==> config.mk <==
export PLATFORM = sky130hd
export DESIGN_NAME = lsu_ctrl
export DESIGN_NICKNAME = d
export VERILOG_FILES = /design/src/rtl/lsu_pkg.sv /design/src/rtl/lsu_lane_align.sv /design/src/rtl/lsu_ctrl.sv
export SDC_FILE = /design/constraint.sdc
export NUM_CORES = 1
export LEC_CHECK = 0
export ABC_CLOCK_PERIOD_IN_PS = 2300
export CAP_MARGIN = 40
export CORE_MARGIN = 2
export CORE_UTILIZATION = 40
export DETAILED_ROUTE_END_ITERATION = 6
export PLACE_DENSITY_LB_ADDON = 0.08
export SYNTH_ARGS = -nofsm -noshare
export SYNTH_HDL_FRONTEND = slang
export SYNTH_SLANG_ARGS = --single-unit
==> constraint.sdc <==
create_clock -name Clk -period 2.3 [get_ports Clk]
set_clock_uncertainty 0.1 [all_clocks]
set_input_delay 0.46 -clock Clk [delete_from_list [all_inputs] [get_ports Clk]]
set_output_delay 0.46 -clock Clk [all_outputs]
set_load 0.005 [all_outputs]
==> src/rtl/lsu_pkg.sv <==
// Shared types and constants for the load/store controller and its lane-steering helper.
package lsu_pkg;

    typedef enum logic [1:0] {
        ST_IDLE  = 2'd0,
        ST_ISSUE = 2'd1,
        ST_WAIT  = 2'd2,
        ST_RESP  = 2'd3
    } lsu_state_e;

    // Size code 3 is not a distinct width; it behaves exactly like a word.
    localparam logic [1:0] SZ_BYTE = 2'd0;
    localparam logic [1:0] SZ_HALF = 2'd1;
    localparam logic [1:0] SZ_WORD = 2'd2;

    localparam logic [3:0] BE_NONE    = 4'b0000;
    localparam logic [3:0] BE_BYTE0   = 4'b0001;
    localparam logic [3:0] BE_LO_HALF = 4'b0011;
    localparam logic [3:0] BE_HI_HALF = 4'b1100;
    localparam logic [3:0] BE_WORD    = 4'b1111;

    function automatic logic is_misaligned(input logic [1:0] size, input logic [1:0] addr_lo);
        logic mis;
        mis = 1'b0;
        case (size)
            SZ_BYTE: mis = 1'b0;
            SZ_HALF: mis = addr_lo[0];
            default: mis = (addr_lo != 2'b00);
        endcase
        return mis;
    endfunction

endpackage

==> src/rtl/lsu_lane_align.sv <==
// Combinational lane steering between right-justified CPU data and the 32-bit memory word.
module lsu_lane_align
    import lsu_pkg::*;
(
    input  logic [1:0]  size_i,
    input  logic [1:0]  addr_lo_i,
    input  logic        signed_i,
    input  logic [31:0] wdata_i,
    input  logic [31:0] mem_rdata_i,
    output logic [3:0]  be_o,
    output logic [31:0] store_data_o,
    output logic [31:0] load_data_o
);

    logic [7:0]  byte_lane;
    logic [15:0] half_lane;

    // Without the alignment check a half access only looks at Addr[1].
    assign byte_lane = mem_rdata_i[{addr_lo_i, 3'b000} +: 8];
    assign half_lane = addr_lo_i[1] ? mem_rdata_i[31:16] : mem_rdata_i[15:0];

    always_comb begin
        be_o         = BE_WORD;
        store_data_o = wdata_i;
        load_data_o  = mem_rdata_i;
        case (size_i)
            SZ_BYTE: begin
                be_o         = BE_BYTE0 << addr_lo_i;
                store_data_o = {4{wdata_i[7:0]}};
                load_data_o  = {{24{signed_i & byte_lane[7]}}, byte_lane};
            end
            SZ_HALF: begin
                be_o         = addr_lo_i[1] ? BE_HI_HALF : BE_LO_HALF;
                store_data_o = {2{wdata_i[15:0]}};
                load_data_o  = {{16{signed_i & half_lane[15]}}, half_lane};
            end
            default: begin
                be_o         = BE_WORD;
                store_data_o = wdata_i;
                load_data_o  = mem_rdata_i;
            end
        endcase
    end

endmodule

==> src/rtl/lsu_ctrl.sv <==
// Load/store controller: one access at a time into the data memory, bounded by a wait timeout.
// Build option: define LSU_ALIGN_CHK_EN to reject misaligned half/word requests without a memory access.
module lsu_ctrl
    import lsu_pkg::*;
#(
    parameter int unsigned TIMEOUT_CYCLES = 15,
    parameter int unsigned CNT_W          = 8
) (
    input  logic        Clk,
    input  logic        Reset,
    input  logic        Req,
    input  logic        Wr,
    input  logic [1:0]  Size,
    input  logic        Signed,
    input  logic [31:0] Addr,
    input  logic [31:0] WData,
    output logic        Busy,
    output logic        Done,
    output logic [31:0] RData,
    output logic        BusErr,
    output logic        AddrErr,
    output logic        MemCS,
    output logic        MemRW,
    output logic [3:0]  MemBE,
    output logic [29:0] MemAddr,
    output logic [31:0] MemDataOut,
    input  logic [31:0] MemDataIn,
    input  logic        MemReady
);

    localparam logic [CNT_W-1:0] TIMEOUT_CNT = CNT_W'(TIMEOUT_CYCLES);

    lsu_state_e       state_q, state_d;
    logic             wr_q, wr_d;
    logic [1:0]       size_q, size_d;
    logic             signed_q, signed_d;
    logic [31:0]      addr_q, addr_d;
    logic [31:0]      wdata_q, wdata_d;
    logic [CNT_W-1:0] cnt_q, cnt_d, cnt_inc;
    logic [31:0]      rdata_q, rdata_d;
    logic             bus_err_q, bus_err_d;
    logic             addr_err_q, addr_err_d;

    logic [3:0]       lane_be;
    logic [31:0]      lane_store;
    logic [31:0]      lane_load;
    logic             mem_active;

    lsu_lane_align u_lane_align (
        .size_i       (size_q),
        .addr_lo_i    (addr_q[1:0]),
        .signed_i     (signed_q),
        .wdata_i      (wdata_q),
        .mem_rdata_i  (MemDataIn),
        .be_o         (lane_be),
        .store_data_o (lane_store),
        .load_data_o  (lane_load)
    );

    assign cnt_inc = cnt_q + CNT_W'(1);

    always_ff @(posedge Clk) begin
        if (!Reset) begin
            state_q    <= ST_IDLE;
            wr_q       <= 1'b0;
            size_q     <= SZ_BYTE;
            signed_q   <= 1'b0;
            addr_q     <= '0;
            wdata_q    <= '0;
            cnt_q      <= '0;
            rdata_q    <= '0;
            bus_err_q  <= 1'b0;
            addr_err_q <= 1'b0;
        end else begin
            state_q    <= state_d;
            wr_q       <= wr_d;
            size_q     <= size_d;
            signed_q   <= signed_d;
            addr_q     <= addr_d;
            wdata_q    <= wdata_d;
            cnt_q      <= cnt_d;
            rdata_q    <= rdata_d;
            bus_err_q  <= bus_err_d;
            addr_err_q <= addr_err_d;
        end
    end

    always_comb begin
        state_d    = state_q;
        wr_d       = wr_q;
        size_d     = size_q;
        signed_d   = signed_q;
        addr_d     = addr_q;
        wdata_d    = wdata_q;
        cnt_d      = cnt_q;
        rdata_d    = rdata_q;
        bus_err_d  = bus_err_q;
        addr_err_d = addr_err_q;
        unique case (state_q)
            ST_IDLE: begin
                if (Req) begin
                    wr_d       = Wr;
                    size_d     = Size;
                    signed_d   = Signed;
                    addr_d     = Addr;
                    wdata_d    = WData;
                    cnt_d      = '0;
                    bus_err_d  = 1'b0;
                    addr_err_d = 1'b0;
                    state_d    = ST_ISSUE;
`ifdef LSU_ALIGN_CHK_EN
                    if (is_misaligned(Size, Addr[1:0])) begin
                        addr_err_d = 1'b1;
                        state_d    = ST_RESP;
                    end
`endif
                end
            end
            ST_ISSUE: begin
                cnt_d   = '0;
                state_d = ST_WAIT;
            end
            ST_WAIT: begin
                cnt_d = cnt_inc;
                if (MemReady) begin
                    if (!wr_q) begin
                        rdata_d = lane_load;
                    end
                    state_d = ST_RESP;
                end else if (cnt_inc == TIMEOUT_CNT) begin
                    bus_err_d = 1'b1;
                    rdata_d   = '0;
                    state_d   = ST_RESP;
                end
            end
            ST_RESP: begin
                state_d = ST_IDLE;
            end
        endcase
    end

    // Memory-side outputs are only driven while an access is on the bus and read as zero otherwise.
    always_comb begin
        mem_active = (state_q == ST_ISSUE) || (state_q == ST_WAIT);
        Busy       = (state_q != ST_IDLE);
        Done       = (state_q == ST_RESP);
        RData      = rdata_q;
        BusErr     = bus_err_q;
        AddrErr    = addr_err_q;
        MemCS      = mem_active;
        MemRW      = mem_active & wr_q;
        MemBE      = mem_active ? lane_be : BE_NONE;
        MemAddr    = mem_active ? addr_q[31:2] : '0;
        MemDataOut = mem_active ? lane_store : '0;
    end

endmodule

==> impl_results.md <==
- Critical Path Slowest Stage Cell: dfxtp_2
- Fin. max-slew vios: 0
- Primary FF master, synth: dfxtp_1
- Utilization after layout: 61.5%
- Met1 Resource Use GR: 29.8%
- Worst skew pair latency: 350 ps
- Die H: 124 um
- DRT Wirelength: 18200 um
- Largest net degree at the start of global routing: 71
- R2R setup slack: 250 ps
- MaxCap Viol Count: 0
- Setup TNS: 0 ps
- Cell taking the most area after synthesis: dfxtp_1
- Cell Area, Placed: 8070 um^2
- Yosys cell types: 47
- Worst EP arrival: 1700 ps
- Tcrit/Tclk final: 98.1%
- Setup-failing EPs final: 0
- Post-detail-place hpwl: 12100 um
- Min-Delay Path Class: reg2reg
- Initial antenna violation count: 0
- Initial core utilization: 41.2%
- Routed length per instance: 16.7 um
- Tmin final: 2260 ps
- Dpl cells: 1059
- Max-slew headroom: 56.2%
- Vias in the first global route: 5317
- Vias per cell: 5.22
- Fin nets: 1012
- Power per standard cell area: 915 nW/um^2
- Mean post-synth cell area: 8.15 um^2
- Hold slack: 362 ps
- Critical R2R Launch: cnt_q[1]
- CTS tree: done
- Crit path cell chain: inv_2 > ha_4 > buf_4 > buf_12 > nor2b_4 > dlygate4sd2_1
- Design Area, Final: 8570 um^2
- Worst stage delay on the critical path: 340 ps
- Final ANT Viol Nets: 0
- Port-buffer cells: 206
- Core ar.: 13900 um^2
- TritonCTS Buffers: 9
- Syn Nets: 815
- Crit. End Element: output pin
- GR peak layer: met2
- Fmax: 443 MHz
- Top-area cell type share of the netlist area: 38.7%
- Unrepaired setup endpoints after global routing: true
- Peak supply drop: 0.000631 V
- Termination of the worst setup path: MemDataOut[21]
- Yosys warnings: 0
- DIE AREA: 15300 um^2
- Worst Tran Pin Value: 656 ps
- Met3 Use GR: 6.00%
- Crit Path Max Fanout: 11
- CTS sink cnt: 111
- Synth area leaders: dfxtp_1 (39%), nand2_1 (12%), a21boi_0 (11%), and2_1 (5.6%), mux2i_1 (3.7%)
- Sequential area share after synthesis: 38.7%
- Post-Place Setup Slack: -194 ps
- Beginning of the critical path: state_q[1]
- Root Buffer: clkbuf_16
- Total global routing overflow: 0
- H-tree depth: 3
- Die X: 124 um
- R2R cell count: 7
- Synthesized flop and latch total: 111
- Routed vias: 5672
- CP Launch Type: register
- Area delta synth->final: 49.1%
- Top post-synthesis cells by count: nand2_1 (182), dfxtp_1 (111), a21boi_0 (83), and2_1 (51), clkbuf_1 (47)
- Antenna Cells: 0
- CTS Buffer Depth: 2
- Clock transition at path regs: 70 ps
- Most frequent cell after synthesis: nand2_1
- Async SR Flop Fraction: 0%
- Pleak: 3.57 nW
- Row cnt: 43
- Final hold vios: 0
- Remaining DRCs: 0
- Status: finished, final reports clean
- Global-route wire length before repair: 27200 um
- Hold_buf cts: 0
- Worst Setup Slack, final: 44.5 ps
- Overall routing resource usage: 22.8%
- Total Power: 7.84 mW
- Initial DRC count: 370
- Mapped Area: 5750 um^2
- Critical path required time: 1740 ps
- 1st-pass router iterations: 5
- Mapped Cells: 705
- Hold Crit Depth: 2
- Grt met2 use: 37.0%
- Crit Path Category: reg2out
- Finished Layout Cells: 1087
- Io pins: 208
- Worst r2r dst: RData[1]
- Number of flops mapped to enable cells by yosys: 0
- Share of layout cells above drive strength 1: 15.3%
- Routability congestion estimate: 0.855
[cell families after synthesis]
| family | after synthesis | synth area share, % |
|---|---|---|
| compound gates | 176 | 23.2 |
| buf+inv | 71 | 5.05 |
| other cells | 1 | 0.0652 |
| flops | 111 | 38.7 |
| simple gates | 311 | 25.3 |
| fa+ha+maj | 6 | 1.31 |
| mux | 29 | 6.40 |
[registers in the layout, summed over array words and instances, names as in the netlist]
| name | cells |
|---|---|
| wdata_q | 32 |
| wr_q | 1 |
| size_q | 2 |
| addr_q | 32 |
| cnt_q | 8 |
| RData | 32 |
| state_q | 2 |
| signed_q | 1 |
| BusErr | 1 |
[worst min path at each step]
stage,start,endpoint
finish,addr_q[22],addr_q[22]
global route,addr_q[22],addr_q[22]
CTS,addr_q[29],addr_q[29]
detailed placement,RData[15],RData[15]
global placement,addr_q[31],addr_q[31]
floorplan,addr_q[10],addr_q[10]
[power breakdown]
part	leakage (nW)	internal (mW)	switching (mW)	total, mW
registers	0.908	2.19	0.196	2.39
clock network	0.150	0.866	0.758	1.62
logic	2.51	2.04	1.79	3.83
[layer usage]
metal	wire length, um	share of wire (%)
met1	8100	45
met2	8570	47
met3	1230	6.8
met4	288	1.6
met5	0	0
[worst max-delay path, delay by kind of cell (launching register included)]
kind                     cells  cell delay, ps
buffers and inverters        4             550
flip-flops                   1             340
adder cells (fa/ha/maj)      1             320
AND/OR/NAND/NOR              1             130
[area by class of cell]
type / instances / area, um^2
repair buffers: 246 / 2440
fillers: 1230 / 5360
multi-input cells: 523 / 3330
clock buffers: 10 / 229
well taps: 180 / 225
flip-flops and latches: 111 / 2230
clock inverters: 6 / 76.3
inverters: 11 / 41.3
[placed cells by master, fill, tap and decap left out, drive strengths merged, types with 2 or more instances in the layout]
| cell | netlist | routed |
|---|---|---|
| inv | 11 | 14 |
| ha | 6 | 6 |
| o2bb2ai | 14 | 14 |
| mux2 | 2 | 2 |
| o21ai | 20 | 20 |
| and3 | 2 | 2 |
| nand2b | 18 | 18 |
| a22o | 24 | 24 |
| nor2b | 17 | 17 |
| dfxtp | 111 | 111 |
| clkbuf | 47 | 42 |
| o211ai | 2 | 2 |
| a221o | 2 | 2 |
| nor4 | 2 | 2 |
| or2 | 2 | 2 |
| o22ai | 2 | 2 |
| nor3b | 3 | 3 |
| and2 | 51 | 51 |
| a31oi | 2 | 2 |
| buf | 13 | 48 |
| mux2i | 21 | 21 |
| mux4 | 6 | 6 |
| a21oi | 7 | 7 |
| clkdlybuf4s15 | 0 | 7 |
| o21a | 5 | 5 |
| nand2 | 182 | 182 |
| a21boi | 83 | 83 |
| clkdlybuf4s50 | 0 | 137 |
| and4 | 2 | 2 |
| nor2 | 17 | 17 |
| dlymetal6s2s | 0 | 20 |
| a221oi | 8 | 8 |
| nand3 | 4 | 4 |
| nor3 | 7 | 7 |
| clkinv | 0 | 2 |
| o221ai | 2 | 2 |
| and3b | 2 | 2 |
[repair_timing]
action,CTS,global route
endpoints found under the hold margin,0,0
gates cloned,3,2
buffers inserted,3,4
endpoints found under the setup margin,68,55
pin swaps,1,1
resized for setup,106,106
No activity file was read; power rests on OpenSTA's default activity.
